### src/rtl/stopwatch_ctrl_if.sv
`default_nettype none
//------------------------------------------------------------------------------
// Module      : stopwatch_ctrl_if
// Description : Button inputs and display/status outputs of the stopwatch
//               sequencing controller. The master side presses buttons and
//               watches the display; the slave side is the controller.
// Revision    : 1.0 - initial release
//------------------------------------------------------------------------------
interface stopwatch_ctrl_if;
    logic        start_stop;
    logic        lap;
    logic        clear;
    logic [11:0] bcd;
    logic        running;
    logic        lap_active;
    logic        done;
    logic        ovf;

    modport master (
        output start_stop, lap, clear,
        input  bcd, running, lap_active, done, ovf
    );

    modport slave (
        input  start_stop, lap, clear,
        output bcd, running, lap_active, done, ovf
    );
endinterface
`default_nettype wire

### src/rtl/stopwatch_ctrl.sv
`default_nettype none
//------------------------------------------------------------------------------
// Module      : stopwatch_ctrl
// Description : Run/pause/lap/done sequencer for a 3-digit BCD seconds count.
//               Gates a TICK_DIV-cycle prescaler, cascades ones/tens/hundreds
//               and drives a display register that freezes while in LAP.
// Revision    : 1.0 - initial release
//------------------------------------------------------------------------------
module stopwatch_ctrl #(
    parameter int TICK_DIV = 50000000,
    parameter int WRAP     = 0
) (
    input  wire               clk,
    input  wire               sclr,
    stopwatch_ctrl_if.slave   bus
);

    localparam int                c_PW        = $clog2(TICK_DIV);
    localparam logic [c_PW-1:0]   c_PRESC_MAX = c_PW'(TICK_DIV - 1);
    localparam logic [c_PW-1:0]   c_PRESC_ONE = c_PW'(1);
    localparam logic              c_WRAP_EN   = (WRAP != 0);
    localparam logic [11:0]       c_CNT_MAX   = 12'h999;

    localparam logic [2:0] c_ST_IDLE  = 3'd0;
    localparam logic [2:0] c_ST_RUN   = 3'd1;
    localparam logic [2:0] c_ST_LAP   = 3'd2;
    localparam logic [2:0] c_ST_PAUSE = 3'd3;
    localparam logic [2:0] c_ST_DONE  = 3'd4;

    logic [2:0]      r_state;
    logic [2:0]      w_state_nxt;
    logic [2:0]      r_in_d;          // {clear, lap, start_stop} from last cycle
    logic [c_PW-1:0] r_presc;
    logic [c_PW-1:0] w_presc_nxt;
    logic [11:0]     r_cnt;
    logic [11:0]     w_cnt_nxt;
    logic [11:0]     w_cnt_inc;
    logic [11:0]     r_bcd;
    logic [11:0]     w_bcd_nxt;
    logic            r_running, w_running_nxt;
    logic            r_lap_active, w_lap_active_nxt;
    logic            r_done, w_done_nxt;
    logic            r_ovf, w_ovf_nxt;

    logic w_ev_ss;
    logic w_ev_lap;
    logic w_ev_clr;
    logic w_counting;
    logic w_tick;
    logic w_at_max;
    logic w_stop_at_max;

    assign w_ev_ss       = bus.start_stop & ~r_in_d[0];
    assign w_ev_lap      = bus.lap        & ~r_in_d[1];
    assign w_ev_clr      = bus.clear      & ~r_in_d[2];
    assign w_counting    = (r_state == c_ST_RUN) || (r_state == c_ST_LAP);
    assign w_tick        = w_counting && (r_presc == c_PRESC_MAX);
    assign w_at_max      = (r_cnt == c_CNT_MAX);
    assign w_stop_at_max = w_tick && w_at_max && !c_WRAP_EN;

    // Cascaded BCD increment; the 999 case is resolved by the caller.
    always_comb begin
        w_cnt_inc = r_cnt;
        if (r_cnt[3:0] == 4'd9) begin
            w_cnt_inc[3:0] = 4'd0;
            if (r_cnt[7:4] == 4'd9) begin
                w_cnt_inc[7:4]  = 4'd0;
                w_cnt_inc[11:8] = (r_cnt[11:8] == 4'd9) ? 4'd0 : r_cnt[11:8] + 4'd1;
            end else begin
                w_cnt_inc[7:4] = r_cnt[7:4] + 4'd1;
            end
        end else begin
            w_cnt_inc[3:0] = r_cnt[3:0] + 4'd1;
        end
    end

    // State register.
    always_ff @(posedge clk) begin
        if (sclr) r_state <= c_ST_IDLE;
        else      r_state <= w_state_nxt;
    end

    // Next state: clear outranks start_stop, which outranks lap; an event the
    // current state ignores does not mask a lower-priority one.
    always_comb begin
        w_state_nxt = r_state;
        case (r_state)
            c_ST_IDLE: begin
                if (w_ev_ss) w_state_nxt = c_ST_RUN;
            end
            c_ST_RUN: begin
                if (w_ev_ss)            w_state_nxt = c_ST_PAUSE;
                else if (w_ev_lap)      w_state_nxt = c_ST_LAP;
                else if (w_stop_at_max) w_state_nxt = c_ST_DONE;
            end
            c_ST_LAP: begin
                if (w_ev_ss)            w_state_nxt = c_ST_PAUSE;
                else if (w_ev_lap)      w_state_nxt = c_ST_RUN;
                else if (w_stop_at_max) w_state_nxt = c_ST_DONE;
            end
            c_ST_PAUSE: begin
                if (w_ev_clr)     w_state_nxt = c_ST_IDLE;
                else if (w_ev_ss) w_state_nxt = c_ST_RUN;
            end
            c_ST_DONE: begin
                if (w_ev_clr) w_state_nxt = c_ST_IDLE;
            end
            default: w_state_nxt = c_ST_IDLE;
        endcase
    end

    // Next datapath and output values; outputs are registered from these so
    // they line up with the state they describe.
    always_comb begin
        w_presc_nxt = r_presc;
        w_cnt_nxt   = r_cnt;
        if (w_counting) begin
            w_presc_nxt = w_tick ? '0 : r_presc + c_PRESC_ONE;
            if (w_tick) begin
                if (w_at_max) w_cnt_nxt = c_WRAP_EN ? 12'h000 : r_cnt;
                else          w_cnt_nxt = w_cnt_inc;
            end
        end
        // IDLE keeps everything zeroed; leaving it starts a fresh second.
        if ((r_state == c_ST_IDLE) || (w_state_nxt == c_ST_IDLE)) begin
            w_presc_nxt = '0;
            w_cnt_nxt   = 12'h000;
        end
        // Display freezes only while staying in LAP; entering LAP captures.
        w_bcd_nxt        = ((r_state == c_ST_LAP) && (w_state_nxt == c_ST_LAP)) ? r_bcd : w_cnt_nxt;
        w_running_nxt    = (w_state_nxt == c_ST_RUN) || (w_state_nxt == c_ST_LAP);
        w_lap_active_nxt = (w_state_nxt == c_ST_LAP);
        w_done_nxt       = (w_state_nxt == c_ST_DONE);
        w_ovf_nxt        = w_tick && w_at_max && c_WRAP_EN;
    end

    // Datapath and output registers; edge detectors preset so a button held
    // through reset needs a release before it counts.
    always_ff @(posedge clk) begin
        if (sclr) begin
            r_in_d       <= 3'b111;
            r_presc      <= '0;
            r_cnt        <= 12'h000;
            r_bcd        <= 12'h000;
            r_running    <= 1'b0;
            r_lap_active <= 1'b0;
            r_done       <= 1'b0;
            r_ovf        <= 1'b0;
        end else begin
            r_in_d       <= {bus.clear, bus.lap, bus.start_stop};
            r_presc      <= w_presc_nxt;
            r_cnt        <= w_cnt_nxt;
            r_bcd        <= w_bcd_nxt;
            r_running    <= w_running_nxt;
            r_lap_active <= w_lap_active_nxt;
            r_done       <= w_done_nxt;
            r_ovf        <= w_ovf_nxt;
        end
    end

    assign bus.bcd        = r_bcd;
    assign bus.running    = r_running;
    assign bus.lap_active = r_lap_active;
    assign bus.done       = r_done;
    assign bus.ovf        = r_ovf;

endmodule
`default_nettype wire

### src/flat_wrapper.sv
// flat-port wrapper written by rule: the top's interface ports become plain ports
module stopwatch_ctrl_flat 
#(
    parameter int TICK_DIV = 50000000,
    parameter int WRAP     = 0
)
  (clk, sclr, bus_start_stop, bus_lap, bus_clear, bus_bcd, bus_running, bus_lap_active, bus_done, bus_ovf);
  stopwatch_ctrl_if bus_i ();
  input  wire clk;
  input  wire sclr;
  input wire logic [$bits(bus_i.start_stop)-1:0] bus_start_stop;
  input wire logic [$bits(bus_i.lap)-1:0] bus_lap;
  input wire logic [$bits(bus_i.clear)-1:0] bus_clear;
  output wire logic [$bits(bus_i.bcd)-1:0] bus_bcd;
  output wire logic [$bits(bus_i.running)-1:0] bus_running;
  output wire logic [$bits(bus_i.lap_active)-1:0] bus_lap_active;
  output wire logic [$bits(bus_i.done)-1:0] bus_done;
  output wire logic [$bits(bus_i.ovf)-1:0] bus_ovf;
  assign bus_i.start_stop = bus_start_stop;
  assign bus_i.lap = bus_lap;
  assign bus_i.clear = bus_clear;
  assign bus_bcd = bus_i.bcd;
  assign bus_running = bus_i.running;
  assign bus_lap_active = bus_i.lap_active;
  assign bus_done = bus_i.done;
  assign bus_ovf = bus_i.ovf;
  stopwatch_ctrl #(.TICK_DIV(TICK_DIV), .WRAP(WRAP)) u_core (.clk(clk), .sclr(sclr), .bus(bus_i));
endmodule
### config.mk
export PLATFORM = sky130hd
export DESIGN_NAME = stopwatch_ctrl_flat
export DESIGN_NICKNAME = d
export VERILOG_FILES = /design/src/rtl/stopwatch_ctrl_if.sv /design/src/rtl/stopwatch_ctrl.sv /design/src/flat_wrapper.sv
export SDC_FILE = /design/constraint.sdc
export NUM_CORES = 1
export LEC_CHECK = 0
export BUFFER_PORTS_ARGS = -buffer_cell sky130_fd_sc_hd__buf_2
export CAP_MARGIN = 0
export CORE_MARGIN = 4
export CORE_UTILIZATION = 29
export CTS_CLUSTER_DIAMETER = 80
export DETAILED_ROUTE_END_ITERATION = 16
export PLACE_DENSITY = 0.53
export SLEW_MARGIN = 25
export SYNTH_ARGS = -nofsm -noshare
export SYNTH_HDL_FRONTEND = slang
export SYNTH_SLANG_ARGS = --single-unit
### constraint.sdc
create_clock -name clk -period 2.2 [get_ports clk]
set_input_delay 0.33 -clock clk [delete_from_list [all_inputs] [get_ports clk]]
set_output_delay 0.33 -clock clk [all_outputs]
set_load 0.005 [all_outputs]
Yosys cells after proc, flatten, opt, wreduce, memory -nomap -nowiden
Index checks and enable logic that the tools add are counted.
W data, S select, Z words.

operators by class
  add/sub/neg operators = 4
  multiply operators = 0
  divide/modulo/power cells = 0
  magnitude comparators = 0
  equality and inequality tests = 12
  shift operators = 0
  muxes and demuxes = 19
  bitwise logic cells = 6
  reductions and logical operators = 9

operators with widths
  cell                     count
  $mux W12                 4
  $add A26 B1 Y26 const B  1
  $eq A26 B26 Y1 const B   1
  $mux W26                 1
  $mux W3                  8
  $mux W4                  4
  $pmux W3 S5              1
  $add A4 B1 Y4 const B    3
  $eq A12 B12 Y1 const B   1
  $eq A4 B4 Y1 const B     3
  $eq A3 B2 Y1 const B     3
  $mux W8                  1
  $eq A3 B1 Y1 const B     2
  $eq A3 B3 Y1 const B     2
  $logic_not A3 Y1         2
  $and A1 B1 Y1            3
  $logic_and A1 B1 Y1      3
  $logic_or A1 B1 Y1       3
  $not A1 Y1               3
  $reduce_or A2 Y1         1

storage, ports and cells
  flip-flop bits (word level) = 59
  latch bits = 0
  memory bits (writable) = 0
  bits in read-only memories = 0
  bits of input ports = 5
  output and inout bits = 16
  logic and storage cells = 58
  memories kept = 0

Longest topological paths before layout
Gate-level depths: netlist of the first run.

  word-level depth = 11
  gate-level depth with buffers = 9
  mapped depth without buffers = 8

Worst setup path after synthesis of the first run
No wires, ideal clock.

  kind = flip-flop to flip-flop
  start point = register u_core.r_cnt[0]
  end point = register u_core.r_bcd[2] (netlist: u_core.bus.bcd[2])
  library setup time = 0.070 ns
  arrival = 1.893 ns
  data required time = 2.130 ns
  slack = 0.236 ns
  cell stages (with the launch flop) = 9
  path buffers = 1
  period minus slack after synthesis = 1.964 ns
  cell sequence = dfxtp_1 ha_1 nand3b_2 nor3_2 nand4_1 a21oi_2 o211ai_2 buf_2 o2bb2ai_1

between the ends
  word-level cells in the longest chain between the ends = 9
  elaborated cells between the ends (all ways) = 19
  classes of those cells = add/sub (1); eq/ne (3); mux (11); reduce/logical (4)

ends and longest elaborated chain
  element                            line                                        source
  start, declared                    stopwatch_ctrl.sv:35                        logic [11:0] r_cnt;
  start signal, assigned             stopwatch_ctrl.sv:152                       r_cnt <= w_cnt_nxt;
  $eq A12 B12 Y1                     stopwatch_ctrl.sv:58                        assign w_at_max = (r_cnt == c_CNT_MAX);
  $logic_and A1 B1 Y1                stopwatch_ctrl.sv:59                        assign w_stop_at_max = w_tick && w_at_max && !c_WRAP_EN;
  $mux W3                            stopwatch_ctrl.sv:94, stopwatch_ctrl.sv:99
  $mux W3, on equally long branches  stopwatch_ctrl.sv:98, stopwatch_ctrl.sv:93
  $mux W3, on equally long branches  stopwatch_ctrl.sv:97, stopwatch_ctrl.sv:92
  $pmux W3 S5                        stopwatch_ctrl.sv:87                        case (r_state)
  $logic_not A3 Y1                   stopwatch_ctrl.sv:125                       if ((r_state == c_ST_IDLE) || (w_state_nxt == c_ST_IDLE)) begin
  $logic_or A1 B1 Y1                 stopwatch_ctrl.sv:125
  $mux W12                           stopwatch_ctrl.sv:125
  end signal, assigned               stopwatch_ctrl.sv:153                       r_bcd <= w_bcd_nxt;
  end, declared                      stopwatch_ctrl.sv:38                        logic [11:0] r_bcd;

Several ways; a longest one is shown, not always the timed one.
A chain may end at the register's enable or synchronous reset.

Final worst setup path of the first run
  start point = register u_core.r_presc[19]
  end point = register u_core.r_bcd[10] (netlist: u_core.bus.bcd[10])

between the ends
  word-level cells in the longest chain between the ends = 10
  elaborated cells between the ends (all ways) = 16
  classes of those cells = eq/ne (2); mux (9); reduce/logical (5)

ends and longest elaborated chain
  element                            line                                        source
  start, declared                    stopwatch_ctrl.sv:33                        logic [c_PW-1:0] r_presc;
  start signal, assigned             stopwatch_ctrl.sv:151                       r_presc <= w_presc_nxt;
  $eq A26 B26 Y1 (*)                 stopwatch_ctrl.sv:57                        assign w_tick = w_counting && (r_presc == c_PRESC_MAX);
  $logic_and A1 B1 Y1 (*)            stopwatch_ctrl.sv:57
  $logic_and A1 B1 Y1                stopwatch_ctrl.sv:59
  $mux W3                            stopwatch_ctrl.sv:94, stopwatch_ctrl.sv:99
  $mux W3, on equally long branches  stopwatch_ctrl.sv:98, stopwatch_ctrl.sv:93
  $mux W3, on equally long branches  stopwatch_ctrl.sv:97, stopwatch_ctrl.sv:92
  $pmux W3 S5                        stopwatch_ctrl.sv:87
  $logic_not A3 Y1                   stopwatch_ctrl.sv:125
  $logic_or A1 B1 Y1                 stopwatch_ctrl.sv:125
  $mux W12                           stopwatch_ctrl.sv:125

Every way passes the cells marked *; elsewhere a longest branch is shown, timed or not.

==> results of run 1 <==
-- sequential cells by signal (all words and copies together), names as in the netlist --
signal,count
u_core.bus.done,1
u_core.r_state,3
u_core.r_presc,26
u_core.r_cnt,12
u_core.bus.bcd,12
u_core.r_in_d,3
u_core.bus.lap_active,1
u_core.bus.running,1
-- metal layers --
metal	share of wire, %	up-vias	GRT usage (%)
met4	1.7	0	5.06
met1	49	1014	14.5
li1	-	1146	-
met2	45	33	17.4
met3	3.9	8	3.52
met5	0	-	0
-- timing repair --
action | 4_1_cts | 5_1_grt
setup endpoints to repair | 0 | 37
buffers inserted | 0 | 2
gates resized for setup | 0 | 6
hold endpoints to repair | 0 | 0
-- kinds of logic (layout without fill, tap and decap cells) --
logic type / count (synthesis) / after routing
muxes: 6 / 6
buffers and inverters: 13 / 60
other: 1 / 1
and+or+nand+nor: 154 / 154
xor gates and xnor gates: 27 / 27
AOI/OAI and AO/OA: 37 / 37
DFF: 59 / 59
adders and majority gates: 7 / 7
-- worst max path at each step --
stage / startpoint / slack, ns / endpoint
6_report: u_core.r_presc[19] / 0.18 / u_core.bus.bcd[10]
5_1_grt: u_core.r_presc[7] / 0.01 / u_core.r_presc[16]
4_1_cts: u_core.r_cnt[9] / 0.07 / u_core.bus.bcd[3]
3_5_place_dp: u_core.r_cnt[9] / 0.10 / u_core.bus.bcd[7]
3_3_place_gp: u_core.r_cnt[9] / 0.15 / u_core.r_presc[11]
2_1_floorplan: u_core.r_cnt[0] / 0.24 / u_core.bus.bcd[2]
-- cell usage after synthesis (all sizes together) --
cell type / number
nand4: 9
clkbuf: 4
or2: 3
o21ai: 5
nand3b: 7
a21oi: 13
conb: 1
buf: 6
a41oi: 1
mux2i: 5
xnor2: 15
mux2: 1
nor4b: 3
and4: 6
and2: 4
nor3: 13
nor2b: 2
and3: 2
o2bb2ai: 12
or3: 1
ha: 7
nor2: 59
nor3b: 3
dfxtp: 59
nand3: 12
a2111o: 1
nand2b: 4
nand2: 22
nor4: 4
o21bai: 1
o41ai: 1
o211ai: 2
inv: 3
xor2: 12
a2111oi: 1
-- layout make-up --
type / count / area (um^2)
well taps: 111 / 139
repair buffers: 41 / 260
multi-input cells: 232 / 1510
clock inverters: 7 / 101
clock buffers: 9 / 124
inverters: 3 / 11.3
flip-flops and latches: 59 / 1180
fillers: 925 / 5830
-- power groups by stage --
stage / sequential [uW] / clock (uW) / combinational [uW]
floorplan: 1100 / 0 / 19.1
global placement: 1100 / 0 / 30.4
detailed placement: 1100 / 0 / 30.3
CTS: 1070 / 1140 / 30.5
global route: 1070 / 1190 / 35.1
finish: 1070 / 1100 / 31.5
-- metrics by stage --
step,power [uW],util (%),setup WS [ns],instance area (um^2)
2_1_floorplan,1120,-,0.236,2710
3_3_place_gp,1130,33.3,0.153,3050
3_5_place_dp,1130,33.3,0.102,3050
4_1_cts,2240,35.7,0.0675,3270
5_1_grt,2300,36.3,0.00988,3330
6_report,2210,36.3,0.180,3330
==> flow_summary_export.csv, run 1 <==
group,metric,value,unit
status,status,"completed",
detailed_routing,wl_per_cell,12.4,um
synth,syn_area,2710,um^2
setup_path,cp_data_arrival_time,2.29,ns
power_and_ir_drop,leakage,0.00113,uW
place,dp_hpwl,4180,um
setup_path,r2r_slack,0.18,ns
synth,synth_top_cell_area_share,43.6,%
sta,finalSetupViolations,0,
synth,yosys.area_share.adder,3.23,%
setup_path,cp-end-kind,"flip-flop",
detailed_routing,firstDrtPassIters,4,
power_and_ir_drop,p_int,1730,uW
cells_and_area,antenna_cells,0,
global_routing,grt_pass1_vias,2195,
clock_tree,h-tree-depth,3,
worst_hold_path,min_from,"bus_clear",
clock_tree,cts_buffers,9,
worst_hold_path,hp-class,"input port to flip-flop",
power_and_ir_drop,switching_power,478,uW
floorplan,core_area,9150,um^2
synth,synthCells,304,
power_and_ir_drop,seq_power_share,48.6,%
cells_and_area,area_delta_synth_final,22.8,%
sta,hold-worst-slack,0.189,ns
sta,slew_headroom,55.3,%
detailed_routing,avgViaCountPerCell,4.76,
setup_path,cp_top_family,"simple AND/OR/NAND/NOR gates",
synth,yosysTopAreaCell,"dfxtp_1",
clock_tree,root_buffer,"clkbuf_8",
sta,rsz0062_at_grt,"false",
cells_and_area,layout_commonest_cell,"dfxtp_1",
synth,yosysWarningCount,0,
synth,synth_xor_area_share,9.01,%
sta,slew_viol_final,0,
clock_tree,cts_buffer_depth,2,
setup_path,ff2ff_path_depth,7,
synth,synth-compound-area-share,10.1,%
worst_hold_path,hold-path-endpoint,"u_core.r_in_d[2]",
synth,synth_top_family_by_area,"simple AND/OR/NAND/NOR gates",
setup_path,critical-path-slowest-cell,"dfxtp_1",
floorplan,row_count,35,
floorplan,initial_core_util,29.6,%
cells_and_area,nNetsFinal,358,
power_and_ir_drop,sw_frac_of_total,21.7,%
detailed_routing,vias,2201,
clock_tree,clk_pin_slew,0.07,ns
clock_tree,cts_tree,"done",
synth,netlist_top_cells_area,"dfxtp_1 (44%), nor2_1 (8.2%), xnor2_1 (4.5%), o2bb2ai_1 (3.9%), xor2_1 (3.9%)",
setup_path,cpPeakStageDelay,0.39,ns
detailed_routing,wl,5730,um
floorplan,die_h,105,um
floorplan,die_area,11000,um^2
worst_hold_path,hold_depth,2,
sta,clock_skew,0.00997,ns
setup_path,cp_data_required_time,2.47,ns
floorplan,fp.dieW,105,um
synth,synthDistinctLibCells,43,
global_routing,gr-total-overflow,0,
place,dp_cells,444,
clock_tree,cts_num_sinks,59,
setup_path,critPathLaunchType,"flip-flop",
synth,syn_nets,316,
setup_path,critPathKind,"flip-flop to flip-flop",
power_and_ir_drop,p_comb_share,1.4,%
synth,synth.avg_cell_area,8.91,um^2
synth,synth_simple_gate_area_share,29.5,%
power_and_ir_drop,ir_drop,0.484,mV
setup_path,r2r-start,"u_core.r_presc[19]",
sta,fmax,495,MHz
setup_path,path_buf_inv,1,
synth,ys_seq_area_share,43.6,%
sta,min_period,2.02,ns
clock_tree,worstSkewPairLatency,0.34,ns
synth,synth_mux_area_share,2.26,%
global_routing,grt_first_pass_wirelength,10100,um
detailed_routing,first_iter_violations,70,
global_routing,antenna_found_initial,0,
sta,setup-tns-final,0,ns
setup_path,crit_fanout,12,
power_and_ir_drop,p_clk_share,49.9,%
power_and_ir_drop,p_per_area,663,nW/um^2
place,gp_congestion,0.770,
detailed_routing,drc_errors,0,
global_routing,grt_use_total,11.3,%
cells_and_area,final_cell_mix,"dfxtp_1 (59), nor2_1 (58), nand2_1 (22), buf_4 (22), buf_2 (19)",
setup_path,r2r_end,"u_core.bus.bcd[10]",
setup_path,crit_chain,"nor4b_1 > and4_1 > nand4_1 > a21oi_4 > buf_4 > o211ai_4 > o2bb2ai_1",
sta,hold_viol_final,0,
setup_path,cp.depth,7,
cells_and_area,fin_cells,462,
sta,post-route-period-util,91.8,%
global_routing,grt_max_degree,13,
clock_tree,cts-hold-fix-buffers,0,
synth,ys_ff_latch,59,
floorplan,io_pins,21,
cells_and_area,drive_gt1_share,21.4,%
place,numPortBuffers,19,
sta,worstMarginPinSlew,0.654,ns
detailed_routing,drtAntennaViolNets,0,
job,max-cap-violations,0,
No activity file was read; power rests on OpenSTA's default activity.
==> inputs of run 2 (changes only) <==
Settings changed: CORE_MARGIN 4 to 2, MAX_ROUTING_LAYER set to met4.
==> run 2 against run 1 <==
  * Critical path depth is 2 higher
  * Via count is 1.1% higher
  * Die area is 7.5% lower
  * Sequential power hardly changed
  * First-iteration DRC count is 7.1% lower
  * Clock skew is 0.0032 ns lower
  * Hold slack worse by 0.0010 ns
  * Cell area is 0.15% higher
  * Largest cell class unchanged
  * Highest routed layer unchanged
==> flow_summary_export.csv, run 2 (same netlist as run 1, synthesis figures left out) <==
group,metric,value,unit
floorplan,fp.dieW,101,um
setup_path,cpMostUsedCell,"buf_4",
sta,rsz0062_at_grt,"true",
detailed_routing,firstDrtPassIters,4,
clock_tree,cts_tree,"done",
setup_path,critical-path-slowest-cell,"dfxtp_1",
sta,clock_skew,0.00678,ns
global_routing,grt_max_degree,13,
cells_and_area,drive_gt1_share,21.4,%
floorplan,die_area,10100,um^2
sta,hold_viol_final,0,
clock_tree,cts_buffer_depth,2,
cells_and_area,multi_input_area,1510,um^2
place,numPortBuffers,19,
global_routing,gr-total-overflow,0,
cells_and_area,nNetsFinal,358,
power_and_ir_drop,ir_drop,0.383,mV
setup_path,critPathKind,"flip-flop to flip-flop",
power_and_ir_drop,p_per_area,669,nW/um^2
clock_tree,cts_num_sinks,59,
global_routing,grt_pass1_vias,2173,
cells_and_area,max_flop_register,"u_core.r_presc",
cells_and_area,finalInstanceArea,3330,um^2
sta,post-route-period-util,91.7,%
floorplan,row_count,35,
floorplan,initial_core_util,29.6,%
floorplan,core_area,9150,um^2
cells_and_area,layout_commonest_cell,"dfxtp_1",
cells_and_area,antenna_cells,0,
setup_path,crit_chain,"ha_1 > nand3b_2 > nor3_4 > nand4_1 > a21oi_4 > buf_4 > o211ai_2 > buf_4 > nor2_1",
detailed_routing,vias,2226,
detailed_routing,wl_per_cell,12.5,um
setup_path,cp_data_arrival_time,2.30,ns
sta,worst_slack,0.183,ns
clock_tree,root_buffer,"clkbuf_8",
setup_path,cp_data_required_time,2.48,ns
global_routing,grt_use_total,12.8,%
setup_path,critPathLaunchType,"flip-flop",
place,dp_hpwl,4080,um
clock_tree,h-tree-depth,3,
sta,worstMarginPinSlew,0.552,ns
clock_tree,clk_pin_slew,0.07,ns
cells_and_area,final_cell_mix,"dfxtp_1 (59), nor2_1 (58), nand2_1 (22), buf_4 (21), buf_2 (19)",
place,gp_congestion,0.788,
cells_and_area,largest_reg_flops,26,
setup_path,cp-end-kind,"flip-flop",
setup_path,crit_fanout,6,
sta,slew_headroom,63.1,%
clock_tree,cts-hold-fix-buffers,0,
cells_and_area,seqCellArea,1180,um^2
clock_tree,worstSkewPairLatency,0.34,ns
setup_path,cpPeakStageDelay,0.40,ns
status,status,"completed",
sta,slew_viol_final,0,
cells_and_area,fin_util,36.4,%
floorplan,io_pins,21,
sta,min_period,2.02,ns
worst_hold_path,hp-class,"input port to flip-flop",
floorplan,die_h,101,um
cells_and_area,fill_cells,913,
detailed_routing,wl,5790,um
sta,fmax,496,MHz
job,max-cap-violations,0,
place,post-place-ws,0.0842,ns
cells_and_area,area_delta_synth_final,23.0,%
global_routing,grt_first_pass_wirelength,10000,um
detailed_routing,first_iter_violations,65,
detailed_routing,avgViaCountPerCell,4.82,
clock_tree,cts_buffers,9,
power_and_ir_drop,leakage,0.00114,uW
detailed_routing,drtAntennaViolNets,0,
detailed_routing,drc_errors,0,
global_routing,antenna_found_initial,0,
sta,finalSetupViolations,0,
place,postPlaceCellArea,3050,um^2
## run 2: area by class of cell
cell class	count	share of cell area (%)
Multi-Input combinational cell	232	45.3
Sequential cell	59	35.5
Timing Repair Buffer	41	7.93
Clock buffer	11	4.55
Tap cell	111	4.17
Clock inverter	5	2.25
Inverter	3	0.338
## run 2: timing repair
action | in CTS | in global routing
resized for setup | 0 | 7
buffers inserted | 0 | 2
setup endpoints to repair | 0 | 37
hold endpoints to repair | 0 | 0
## run 2: final timing paths
check,depth (start not counted),slack [ns],from,end
hold reg to reg,1,0.46,u_core.bus.bcd[6],u_core.bus.bcd[6]
setup / recovery,9,0.18,u_core.r_cnt[0],u_core.r_presc[5]
hold / removal,2,0.19,bus_clear,u_core.r_in_d[2]
setup reg to reg,9,0.18,u_core.r_cnt[0],u_core.r_presc[5]
## run 2: critical path: cells and delay by family, from the launching register on
kind / cells / cell delay [ns]
and+or+nand+nor: 4 / 0.67
adders and majority gates: 1 / 0.21
DFF: 1 / 0.40
AOI/OAI and AO/OA: 2 / 0.33
buffers and inverters: 2 / 0.35
## run 2: where the power goes
| group | internal (uW) | total (uW) | switching, uW |
|---|---|---|---|
| Sequential | 1070 | 1070 | 1.38 |
| Clock | 693 | 1120 | 429 |
| Combinational | 13.1 | 32.2 | 19.1 |
| Total | 1780 | 2230 | 449 |
## run 2: stage by stage
stage          total power [uW]  hold WS (ns)   TNS, ns  instances
2_1_floorplan              1120         0.402         0        304
3_3_place_gp               1130         0.441         0        444
3_5_place_dp               1130         0.444         0        444
4_1_cts                    2260         0.166         0        460
5_1_grt                    2310         0.179  -0.00942        462
6_report                   2230         0.188         0        462
## run 2: metal layers
metal  global-route usage (%)  vias up  share of wire [%]
li1                         -     1146                  -
met1                     15.5     1045                 50
met2                     19.9       31                 46
met3                     4.58        4                3.6
met4                     4.43        0               0.76
met5                        -        -                  0
==> inputs of run 3 (changes only) <==
==> constraint.sdc (replaced) <==
create_clock -name clk -period 2.25 [get_ports clk]
set_input_delay 0.225 -clock clk [delete_from_list [all_inputs] [get_ports clk]]
set_output_delay 0.225 -clock clk [all_outputs]
set_load 0.05 [all_outputs]
==> run 3 against run 2 <==
  * Hold slack got worse by 0.099 ns
  * Setup slack got worse by 0.020 ns
  * Register-to-register slack got worse by 0.02 ns
  * Wire length increased by 1.2%
  * Non-clock buffer count decreased by 4
  * Via count increased by 0.31%
  * Maximum frequency decreased by 3.4%
  * Count of clock-buffer cells in the layout unchanged
  * Sequential share of layout area increased by 0.73 points
  * Die area unchanged
  * Core utilization decreased by 0.74 points
  * Largest cell class unchanged
  * Highest routed layer unchanged
==> flow_summary_export.csv, run 3 (same netlist as run 1, synthesis figures left out) <==
group,metric,value,unit
detailed_routing,vias,2233,
power_and_ir_drop,leakage,0.00109,uW
power_and_ir_drop,ir_drop,0.283,mV
clock_tree,cts_buffer_depth,2,
cells_and_area,drive_gt1_share,19.9,%
clock_tree,cts_num_sinks,59,
cells_and_area,largest_reg_flops,26,
cells_and_area,finalInstanceArea,3260,um^2
status,status,"completed",
detailed_routing,wl_met3,208,um
worst_hold_path,hp-class,"input port to flip-flop",
cells_and_area,max_flop_register,"u_core.r_presc",
setup_path,cpPeakStageDelay,0.39,ns
setup_path,r2r-start,"u_core.r_cnt[8]",
floorplan,core_area,9150,um^2
detailed_routing,drc_errors,0,
cells_and_area,layout_commonest_cell,"dfxtp_1",
detailed_routing,wl_per_cell,12.8,um
setup_path,critPathKind,"flip-flop to flip-flop",
setup_path,r2r_end,"u_core.r_presc[14]",
global_routing,gr-total-overflow,0,
detailed_routing,drtAntennaViolNets,0,
detailed_routing,top_layer,"met4",
clock_tree,cts_tree,"done",
setup_path,critical-path-slowest-cell,"dfxtp_1",
floorplan,fp.dieW,101,um
global_routing,antenna_found_initial,0,
place,numPortBuffers,19,
clock_tree,clk_pin_slew,0.07,ns
floorplan,initial_core_util,29.6,%
detailed_routing,first_iter_violations,88,
clock_tree,cts-hold-fix-buffers,0,
sta,fmax,479,MHz
place,gp_congestion,0.782,
sta,hold_viol_final,0,
setup_path,cp-end-kind,"flip-flop",
setup_path,crit_chain,"ha_1 > nand3b_1 > nor3_2 > nand4_1 > a21oi_4 > buf_12 > o211ai_2 > buf_4 > nor2_1",
worst_hold_path,min_from,"bus_clear",
global_routing,grt_use_total,13.1,%
sta,slew_headroom,49.3,%
detailed_routing,wl_met2,2660,um
clock_tree,h-tree-depth,3,
global_routing,grt_max_degree,13,
clock_tree,root_buffer,"clkbuf_8",
cells_and_area,area_delta_synth_final,20.5,%
cells_and_area,nNetsFinal,354,
place,dp_hpwl,4160,um
power_and_ir_drop,p_per_area,623,nW/um^2
detailed_routing,avgViaCountPerCell,4.88,
cells_and_area,antenna_cells,0,
setup_path,crit_start,"u_core.r_cnt[8]",
global_routing,grt_first_pass_wirelength,10200,um
sta,hold-worst-slack,0.0888,ns
setup_path,r2r_slack,0.16,ns
place,postPlaceCellArea,3020,um^2
detailed_routing,firstDrtPassIters,4,
sta,min_period,2.09,ns
cells_and_area,final_cell_mix,"dfxtp_1 (59), nor2_1 (58), nand2_1 (22), buf_2 (19), buf_4 (17)",
sta,post-route-period-util,92.7,%
worst_hold_path,hold_depth,2,
setup_path,critPathLaunchType,"flip-flop",
setup_path,crit_fanout,7,
sta,finalSetupViolations,0,
sta,setup-tns-final,0,ns
setup_path,cp_data_required_time,2.52,ns
worst_hold_path,hold-path-endpoint,"u_core.r_in_d[2]",
floorplan,die_h,101,um
setup_path,cp_data_arrival_time,2.36,ns
sta,worstMarginPinSlew,0.741,ns
clock_tree,cts_buffers,9,
floorplan,io_pins,21,
sta,clock_skew,0.00588,ns
detailed_routing,drt-met1-wl,2920,um
setup_path,ff2ff_path_depth,9,
job,max-cap-violations,0,
floorplan,row_count,35,
floorplan,die_area,10100,um^2
cells_and_area,fin_util,35.7,%
clock_tree,worstSkewPairLatency,0.34,ns
detailed_routing,wl,5870,um
global_routing,grt_pass1_vias,2179,
sta,slew_viol_final,0,
[run 3: changes by cell type in the layout (fill, tap and decap cells not counted), sizes merged]
cell and change:
buf -4, clkinvlp +1, bufinv -1
[run 3: area by class of cell]
class                   instances  area, um^2
clock buffers                  11         141
clock inverters                 5        52.6
fillers                       929        5890
inverters                       3        11.3
multi-input cells             232        1500
flip-flops and latches         59        1180
well taps                     111         139
repair buffers                 37         243
[run 3: repair_timing]
action / in CTS / in global routing
setup endpoints to repair: 0 / 31
setup buffers: 0 / 1
gates resized for setup: 0 / 4
[run 3: through the flow]
| step | worst slack, ns | cells | power (uW) |
|---|---|---|---|
| final | 0.163 | 458 | 2030 |
| after CTS | 0.0624 | 457 | 2060 |
| after floorplan | 0.286 | 304 | 1100 |
| after detailed placement | 0.0712 | 441 | 1110 |
| after global routing | -0.00793 | 458 | 2120 |
| after global placement | 0.178 | 441 | 1110 |
[run 3: worst max path at each step]
stage | to | slack [ns] | depth (start not counted)
after floorplan | u_core.bus.bcd[2] | 0.29 | 8
after global placement | u_core.r_cnt[0] | 0.18 | 8
after detailed placement | u_core.bus.bcd[2] | 0.07 | 6
after CTS | u_core.bus.bcd[0] | 0.06 | 6
after global routing | u_core.r_presc[14] | -0.008 | 9
final | u_core.r_presc[14] | 0.16 | 9
[run 3: report_power, final]
part | internal, uW | switching, uW | total [uW]
Clock | 536 | 413 | 949
Combinational | 11.7 | 23.8 | 35.5
Sequential | 1050 | 1.22 | 1050
[run 3: critical path, delay by kind of cell, from the launching register on]
kind	cells	cell delay, ns
and+or+nand+nor	4	0.77
DFF	1	0.39
buffers and inverters	2	0.34
AOI/OAI and AO/OA	2	0.34
adders and majority gates	1	0.19
[run 3: per-layer routing]
metal / GRT usage [%] / up-vias
met5: - / -
met4: 4.74 / 0
met3: 4.37 / 7
met2: 20.6 / 37
met1: 15.7 / 1048
li1: - / 1141
